[src/rtl/seg_scan_if.sv]
// seg_scan_if: scanned seven-segment input bus plus the decoded-frame valid/ready output.
interface seg_scan_if;
    logic [6:0]  seg;
    logic [3:0]  dig_en;
    logic        out_ready;
    logic        out_valid;
    logic [11:0] out_bcd;
    logic        out_sign;
    logic        out_err;
    logic        overrun;
    modport master (output seg, dig_en, out_ready, input out_valid, out_bcd, out_sign, out_err, overrun);
    modport slave (input seg, dig_en, out_ready, output out_valid, out_bcd, out_sign, out_err, overrun);
endinterface

[src/rtl/seg_scan_to_bcd.sv]
// seg_scan_to_bcd: debounces a multiplexed 4-position seven-segment scan and rebuilds
// signed 3-digit BCD frames, delivered over a valid/ready handshake.
module seg_scan_to_bcd #(
    parameter int SETTLE  = 4,
    parameter int TIMEOUT = 1024
) (
    input  logic      clk,
    input  logic      rst_n,
    seg_scan_if.slave bus
);
    localparam int IW = $clog2(TIMEOUT);
    localparam logic [7:0]    CMAX = 8'(SETTLE - 1);
    localparam logic [IW-1:0] IMAX = IW'(TIMEOUT - 1);

    logic [6:0]    r_seg;
    logic [3:0]    r_en;
    logic [10:0]   r_prev;
    logic [7:0]    r_cnt;
    logic          r_dwell;
    logic [3:0]    r_mask;
    logic [3:0]    r_err;
    logic [11:0]   r_slot;
    logic          r_sign;
    logic [IW-1:0] r_idle;
    logic          r_valid;
    logic [11:0]   r_bcd;
    logic          r_osign;
    logic          r_oerr;
    logic          r_ovr;

    logic       w_chg, w_cap, w_done, w_free, w_tmo, w_bad, w_neg, w_sbad;
    logic [3:0] w_val;

    // A change seen this cycle also blocks capture, so a saturated counter left over
    // from a stable non-one-hot strobe can never capture a fresh, unsettled value.
    always_comb begin
        w_chg  = {r_en, r_seg} != r_prev;
        w_cap  = r_cnt == CMAX && !w_chg && $onehot(r_en) && !r_dwell;
        w_done = r_mask == 4'hF;
        w_free = !r_valid || bus.out_ready;
        w_tmo  = r_idle == IMAX && !w_cap;
        w_neg  = r_seg == 7'b0000001;
        w_sbad = r_seg != 7'b0000000 && !w_neg;
        {w_bad, w_val} = 5'h1F;
        case (r_seg)
            7'b1111110, 7'b0000000: {w_bad, w_val} = 5'd0;
            7'b0110000: {w_bad, w_val} = 5'd1;
            7'b1101101: {w_bad, w_val} = 5'd2;
            7'b1111001: {w_bad, w_val} = 5'd3;
            7'b0110011: {w_bad, w_val} = 5'd4;
            7'b1011011: {w_bad, w_val} = 5'd5;
            7'b1011111: {w_bad, w_val} = 5'd6;
            7'b1110000: {w_bad, w_val} = 5'd7;
            7'b1111111: {w_bad, w_val} = 5'd8;
            7'b1111011: {w_bad, w_val} = 5'd9;
            default: {w_bad, w_val} = 5'h1F;
        endcase
    end

    always_ff @(posedge clk or negedge rst_n) begin
        if (!rst_n) begin
            r_seg   <= '0;
            r_en    <= '0;
            r_prev  <= '0;
            r_cnt   <= '0;
            r_dwell <= 1'b0;
            r_mask  <= '0;
            r_err   <= '0;
            r_slot  <= '0;
            r_sign  <= 1'b0;
            r_idle  <= '0;
            r_valid <= 1'b0;
            r_bcd   <= '0;
            r_osign <= 1'b0;
            r_oerr  <= 1'b0;
            r_ovr   <= 1'b0;
        end else begin
            r_seg   <= bus.seg;
            r_en    <= bus.dig_en;
            r_prev  <= {r_en, r_seg};
            r_cnt   <= w_chg ? '0 : r_cnt == CMAX ? r_cnt : r_cnt + 8'd1;
            r_dwell <= w_chg ? 1'b0 : r_dwell | w_cap;
            r_idle  <= w_cap || w_tmo ? '0 : r_idle + IW'(1);
            r_mask  <= w_tmo ? '0 : (w_done ? 4'h0 : r_mask) | (w_cap ? r_en : 4'h0);
            if (w_cap) begin
                if (r_en[3]) {r_sign, r_err[3]} <= {w_neg, w_sbad};
                if (r_en[2]) {r_slot[11:8], r_err[2]} <= {w_val, w_bad};
                if (r_en[1]) {r_slot[7:4], r_err[1]} <= {w_val, w_bad};
                if (r_en[0]) {r_slot[3:0], r_err[0]} <= {w_val, w_bad};
            end else if (w_tmo) begin
                r_err <= '0;
            end
            r_ovr <= w_done && !w_free;
            if (w_done && w_free) begin
                r_valid <= 1'b1;
                r_bcd   <= r_slot;
                r_osign <= r_sign;
                r_oerr  <= |r_err;
            end else if (bus.out_ready) begin
                r_valid <= 1'b0;
            end
        end
    end

    assign bus.out_valid = r_valid;
    assign bus.out_bcd   = r_bcd;
    assign bus.out_sign  = r_sign_out();
    assign bus.out_err   = r_oerr;
    assign bus.overrun   = r_ovr;

    function automatic logic r_sign_out();
        return r_osign;
    endfunction
endmodule

[src/flat_wrapper.sv]
// flat-port wrapper written by rule: the top's interface ports become plain ports
module seg_scan_to_bcd_flat 
#(
    parameter int SETTLE  = 4,
    parameter int TIMEOUT = 1024
)
  (clk, rst_n, bus_seg, bus_dig_en, bus_out_ready, bus_out_valid, bus_out_bcd, bus_out_sign, bus_out_err, bus_overrun);
  seg_scan_if bus_i ();
  input  logic clk;
  input  logic rst_n;
  input wire logic [$bits(bus_i.seg)-1:0] bus_seg;
  input wire logic [$bits(bus_i.dig_en)-1:0] bus_dig_en;
  input wire logic [$bits(bus_i.out_ready)-1:0] bus_out_ready;
  output wire logic [$bits(bus_i.out_valid)-1:0] bus_out_valid;
  output wire logic [$bits(bus_i.out_bcd)-1:0] bus_out_bcd;
  output wire logic [$bits(bus_i.out_sign)-1:0] bus_out_sign;
  output wire logic [$bits(bus_i.out_err)-1:0] bus_out_err;
  output wire logic [$bits(bus_i.overrun)-1:0] bus_overrun;
  assign bus_i.seg = bus_seg;
  assign bus_i.dig_en = bus_dig_en;
  assign bus_i.out_ready = bus_out_ready;
  assign bus_out_valid = bus_i.out_valid;
  assign bus_out_bcd = bus_i.out_bcd;
  assign bus_out_sign = bus_i.out_sign;
  assign bus_out_err = bus_i.out_err;
  assign bus_overrun = bus_i.overrun;
  seg_scan_to_bcd #(.SETTLE(SETTLE), .TIMEOUT(TIMEOUT)) u_core (.clk(clk), .rst_n(rst_n), .bus(bus_i));
endmodule
[config.mk]
export PLATFORM = sky130hd
export DESIGN_NAME = seg_scan_to_bcd_flat
export DESIGN_NICKNAME = d
export VERILOG_FILES = /design/src/rtl/seg_scan_if.sv /design/src/rtl/seg_scan_to_bcd.sv /design/src/flat_wrapper.sv
export SDC_FILE = /design/constraint.sdc
export NUM_CORES = 1
export LEC_CHECK = 0
export ABC_AREA = 0
export BUFFER_PORTS_ARGS = -buffer_cell sky130_fd_sc_hd__buf_2
export CAP_MARGIN = 20
export CORE_MARGIN = 1
export CORE_UTILIZATION = 60
export CTS_BUF_LIST = sky130_fd_sc_hd__clkbuf_8
export DETAILED_ROUTE_END_ITERATION = 8
export PLACE_DENSITY = 0.9
export SETUP_SLACK_MARGIN = 0.3
export SYNTH_ARGS = -nofsm -noshare
export SYNTH_HDL_FRONTEND = slang
export SYNTH_SLANG_ARGS = --single-unit
[constraint.sdc]
create_clock -name clk -period 3.83 [get_ports clk]
set_input_delay 0.766 -clock clk [delete_from_list [all_inputs] [get_ports clk]]
set_output_delay 0.766 -clock clk [all_outputs]
set_load 0.005 [all_outputs]
==> flow_metrics.tcl <==
set metrics [dict create \
    status "completed" \
    grt_pass1_wl_mm 11.2 \
    worstSetupPathType "reg -> reg" \
    cts_tree "yes" \
    track_usage_pct 25.2 \
    fin_area_um2 3760 \
    layout-drive-gt1-share_pct 23.2 \
    num_vias 2204 \
    max_cap_viol_count 0 \
    syn_nets 298 \
    arrival_ps 3460 \
    ys_top_cells_by_count "dfrtp_1, nor2_1, xor2_1" \
    maxSlewViolCount 0 \
    drt_iter0_markers 139 \
    syn_inst 278 \
    slowest_stage "or3b_2" \
    numPortBuffers 29 \
    htreeDepth 3 \
    final_cells 385 \
    setup_tns_ps 0 \
    vdd_ir_drop_max_v 0.000415 \
    clock_skew_ps 12.7 \
    p_leak_uw 0.00179 \
    grt_antenna_before_repair 0 \
    start_util_pct 63.8 \
    routedWlPerCell_um 16.6 \
    clkSlewWorstSetupHoldPaths_ps 80 \
    first_pass_iters 4 \
    crit_family "simple AND/OR/NAND/NOR gates" \
    synth_seq_cells 78 \
    routed_wl_mm 6.37 \
    cts_made_buffers 9 \
    gr-total-overflow 0 \
    setup_ws_ps 612 \
    yosysSeqAreaShare_pct 58.4 \
    p_per_area_nw_per_um2 414 \
    cts-resized-gates 0 \
    max-clock-path-buffers 2 \
    crit_start "u_core.r_en[2]" \
    final_nets 330 \
    synthFlopType "dfrtp_1" \
    worstPathRequired_ps 4070 \
    fin_crit_sh_pct 84.0 \
    grt_pass1_vias 2322 \
    grt_max_degree 79 \
    tightestPinTransition_ps 951 \
    critPathCaptureType "flip-flop" \
    reg2reg_from "u_core.r_en[2]" \
    worstPathMaxFanout 11 \
    cp.buffers_inverters 1 \
    place_inst 369 \
    ios 30 \
    hold_viol_final 0 \
    die_w_um 76.6 \
    ys_types 49 \
    max_stage_delay_ps 490 \
    synth_most_common_cell "dfrtp_1" \
    clkSinkCount 78 \
    rsz0062_at_grt "no" \
    pre_cts_ws_ps 694 \
    ant_nets 0 \
    die_area_um2 5870 \
    avgSynthCellArea_um2 12.0 \
    synth-edff-count 0 \
    diodes 0 \
    finalPower_uw 1560 \
    place_area_um2 3540 \
    insertion_delay_ps 350 \
    start_kind "flip-flop" \
    setup_violations 0 \
    hpwl_mm 4.34 \
    rows 26 \
    fillers 360 \
    post_cts_buffers 0 \
    hold_class "reg -> reg" \
    synth.top_cell.area_share_pct 58.4 \
    clock-root-buffer "clkbuf_8" \
    routabilityCongestion 0.837 \
    drc 0 \
    fp.coreArea_um2 5240 \
    ys_top_cells_by_area "dfrtp_1, xor2_1, mux2_2" \
    max_freq_mhz 311 \
    period_minus_slack_ps 3220 \
    synthToLayoutAreaGrowth_pct 12.4 \
    hold_buffers 0 \
    crit_path_frequent_cell "ha_1" \
    min_from "u_core.r_sign" \
    worstPathCellList "ha_1 -> ha_1 -> fa_1 -> or3b_2 -> nor4_2 -> nand4_1 -> buf_4 -> nor2_2 -> mux2_2" \
    yosys_warnings 0 \
    viasPerCell 5.72 \
    yosys.area.top_type "dfrtp_1" \
    dieHeight_um 76.6 \
    synth.cell_area_um2 3340 \
    relSlewSlack_pct 36.1 \
    synthArstFlopShare_pct 100 \
]
==> area by class of cell <==
| class | count | area [um2] | area share (%) |
|---|---|---|---|
| inverters | 11 | 41.3 | 1.10 |
| clock inverters | 5 | 65.1 | 1.73 |
| clock buffers | 11 | 151 | 4.03 |
| flip-flops and latches | 78 | 1950 | 51.9 |
| multi-input cells | 179 | 1300 | 34.6 |
| well taps | 70 | 87.6 | 2.33 |
| repair buffers | 31 | 163 | 4.33 |
==> through the flow <==
stage | util [%] | hold slack, ps
6_report | 71.8 | 498
5_1_grt | 71.8 | 502
4_1_cts | 71.8 | 494
3_5_place_dp | 67.6 | 475
3_3_place_gp | 67.6 | 467
2_1_floorplan | - | 349
==> kinds of logic (layout without fill, tap and decap cells) <==
logic type | Yosys count | after routing | synth area share (%)
AOI/OAI and AO/OA | 29 | 29 | 5.54
xor gates and xnor gates | 29 | 29 | 7.60
muxes | 24 | 24 | 8.12
DFF | 78 | 78 | 58.4
and+or+nand+nor | 91 | 91 | 15.1
buffers and inverters | 21 | 58 | 2.77
adders and majority gates | 6 | 6 | 2.47
==> final timing paths <==
check	endpoint	slack, ps	depth (start not counted)
worst max-delay path	u_core.r_slot[1]	610	9
worst min-delay path	u_core.r_sign	500	1
worst max register to register	u_core.r_slot[1]	610	9
worst min register to register	u_core.r_sign	500	1
max in group asynchronous	u_core.r_idle[7]	2670	1
min in group asynchronous	u_core.r_prev[3]	560	1
==> per-layer routing <==
layer	wire (um)	up-vias	GRT usage, %
met1	2710	1113	31.8
met2	3280	52	40.6
li1	-	1027	-
met3	247	12	7.31
met5	0	-	0
met4	134	0	10.6
==> state kept, by name, summed over array words and instances, names as in the netlist, 4 cells and up <==
| signal | cells |
|---|---|
| u_core.r_seg | 7 |
| u_core.r_slot | 12 |
| u_core.r_prev | 11 |
| u_core.r_mask | 4 |
| u_core.r_en | 4 |
| u_core.r_err | 4 |
| u_core.r_idle | 10 |
| u_core.bus.out_bcd | 12 |
| u_core.r_cnt | 8 |
==> report_power, final <==
group | leakage [uW] | switching (uW) | internal (uW)
logic | 0.000663 | 37.1 | 21.5
clock network | 0.000111 | 301 | 343
registers | 0.00102 | 19.1 | 835
total | 0.00179 | 357 | 1200
==> placed cells by master (no fill, tap or decap), types with 3 or more instances in the layout <==
| cell type | count |
|---|---|
| dfrtp_1 | 78 |
| nor2_1 | 28 |
| buf_2 | 28 |
| xor2_1 | 20 |
| mux2_2 | 15 |
| inv_1 | 11 |
| clkbuf_8 | 11 |
| nand3_1 | 10 |
| nand2_1 | 10 |
| nor3_1 | 9 |
| xnor2_1 | 9 |
| nand4_1 | 7 |
| o21ai_0 | 7 |
| a21oi_1 | 7 |
| nor4_1 | 5 |
| mux2i_1 | 5 |
| ha_1 | 5 |
| a31oi_1 | 4 |
| o22ai_1 | 3 |
| buf_4 | 3 |
No activity file was read; power rests on OpenSTA's default activity.
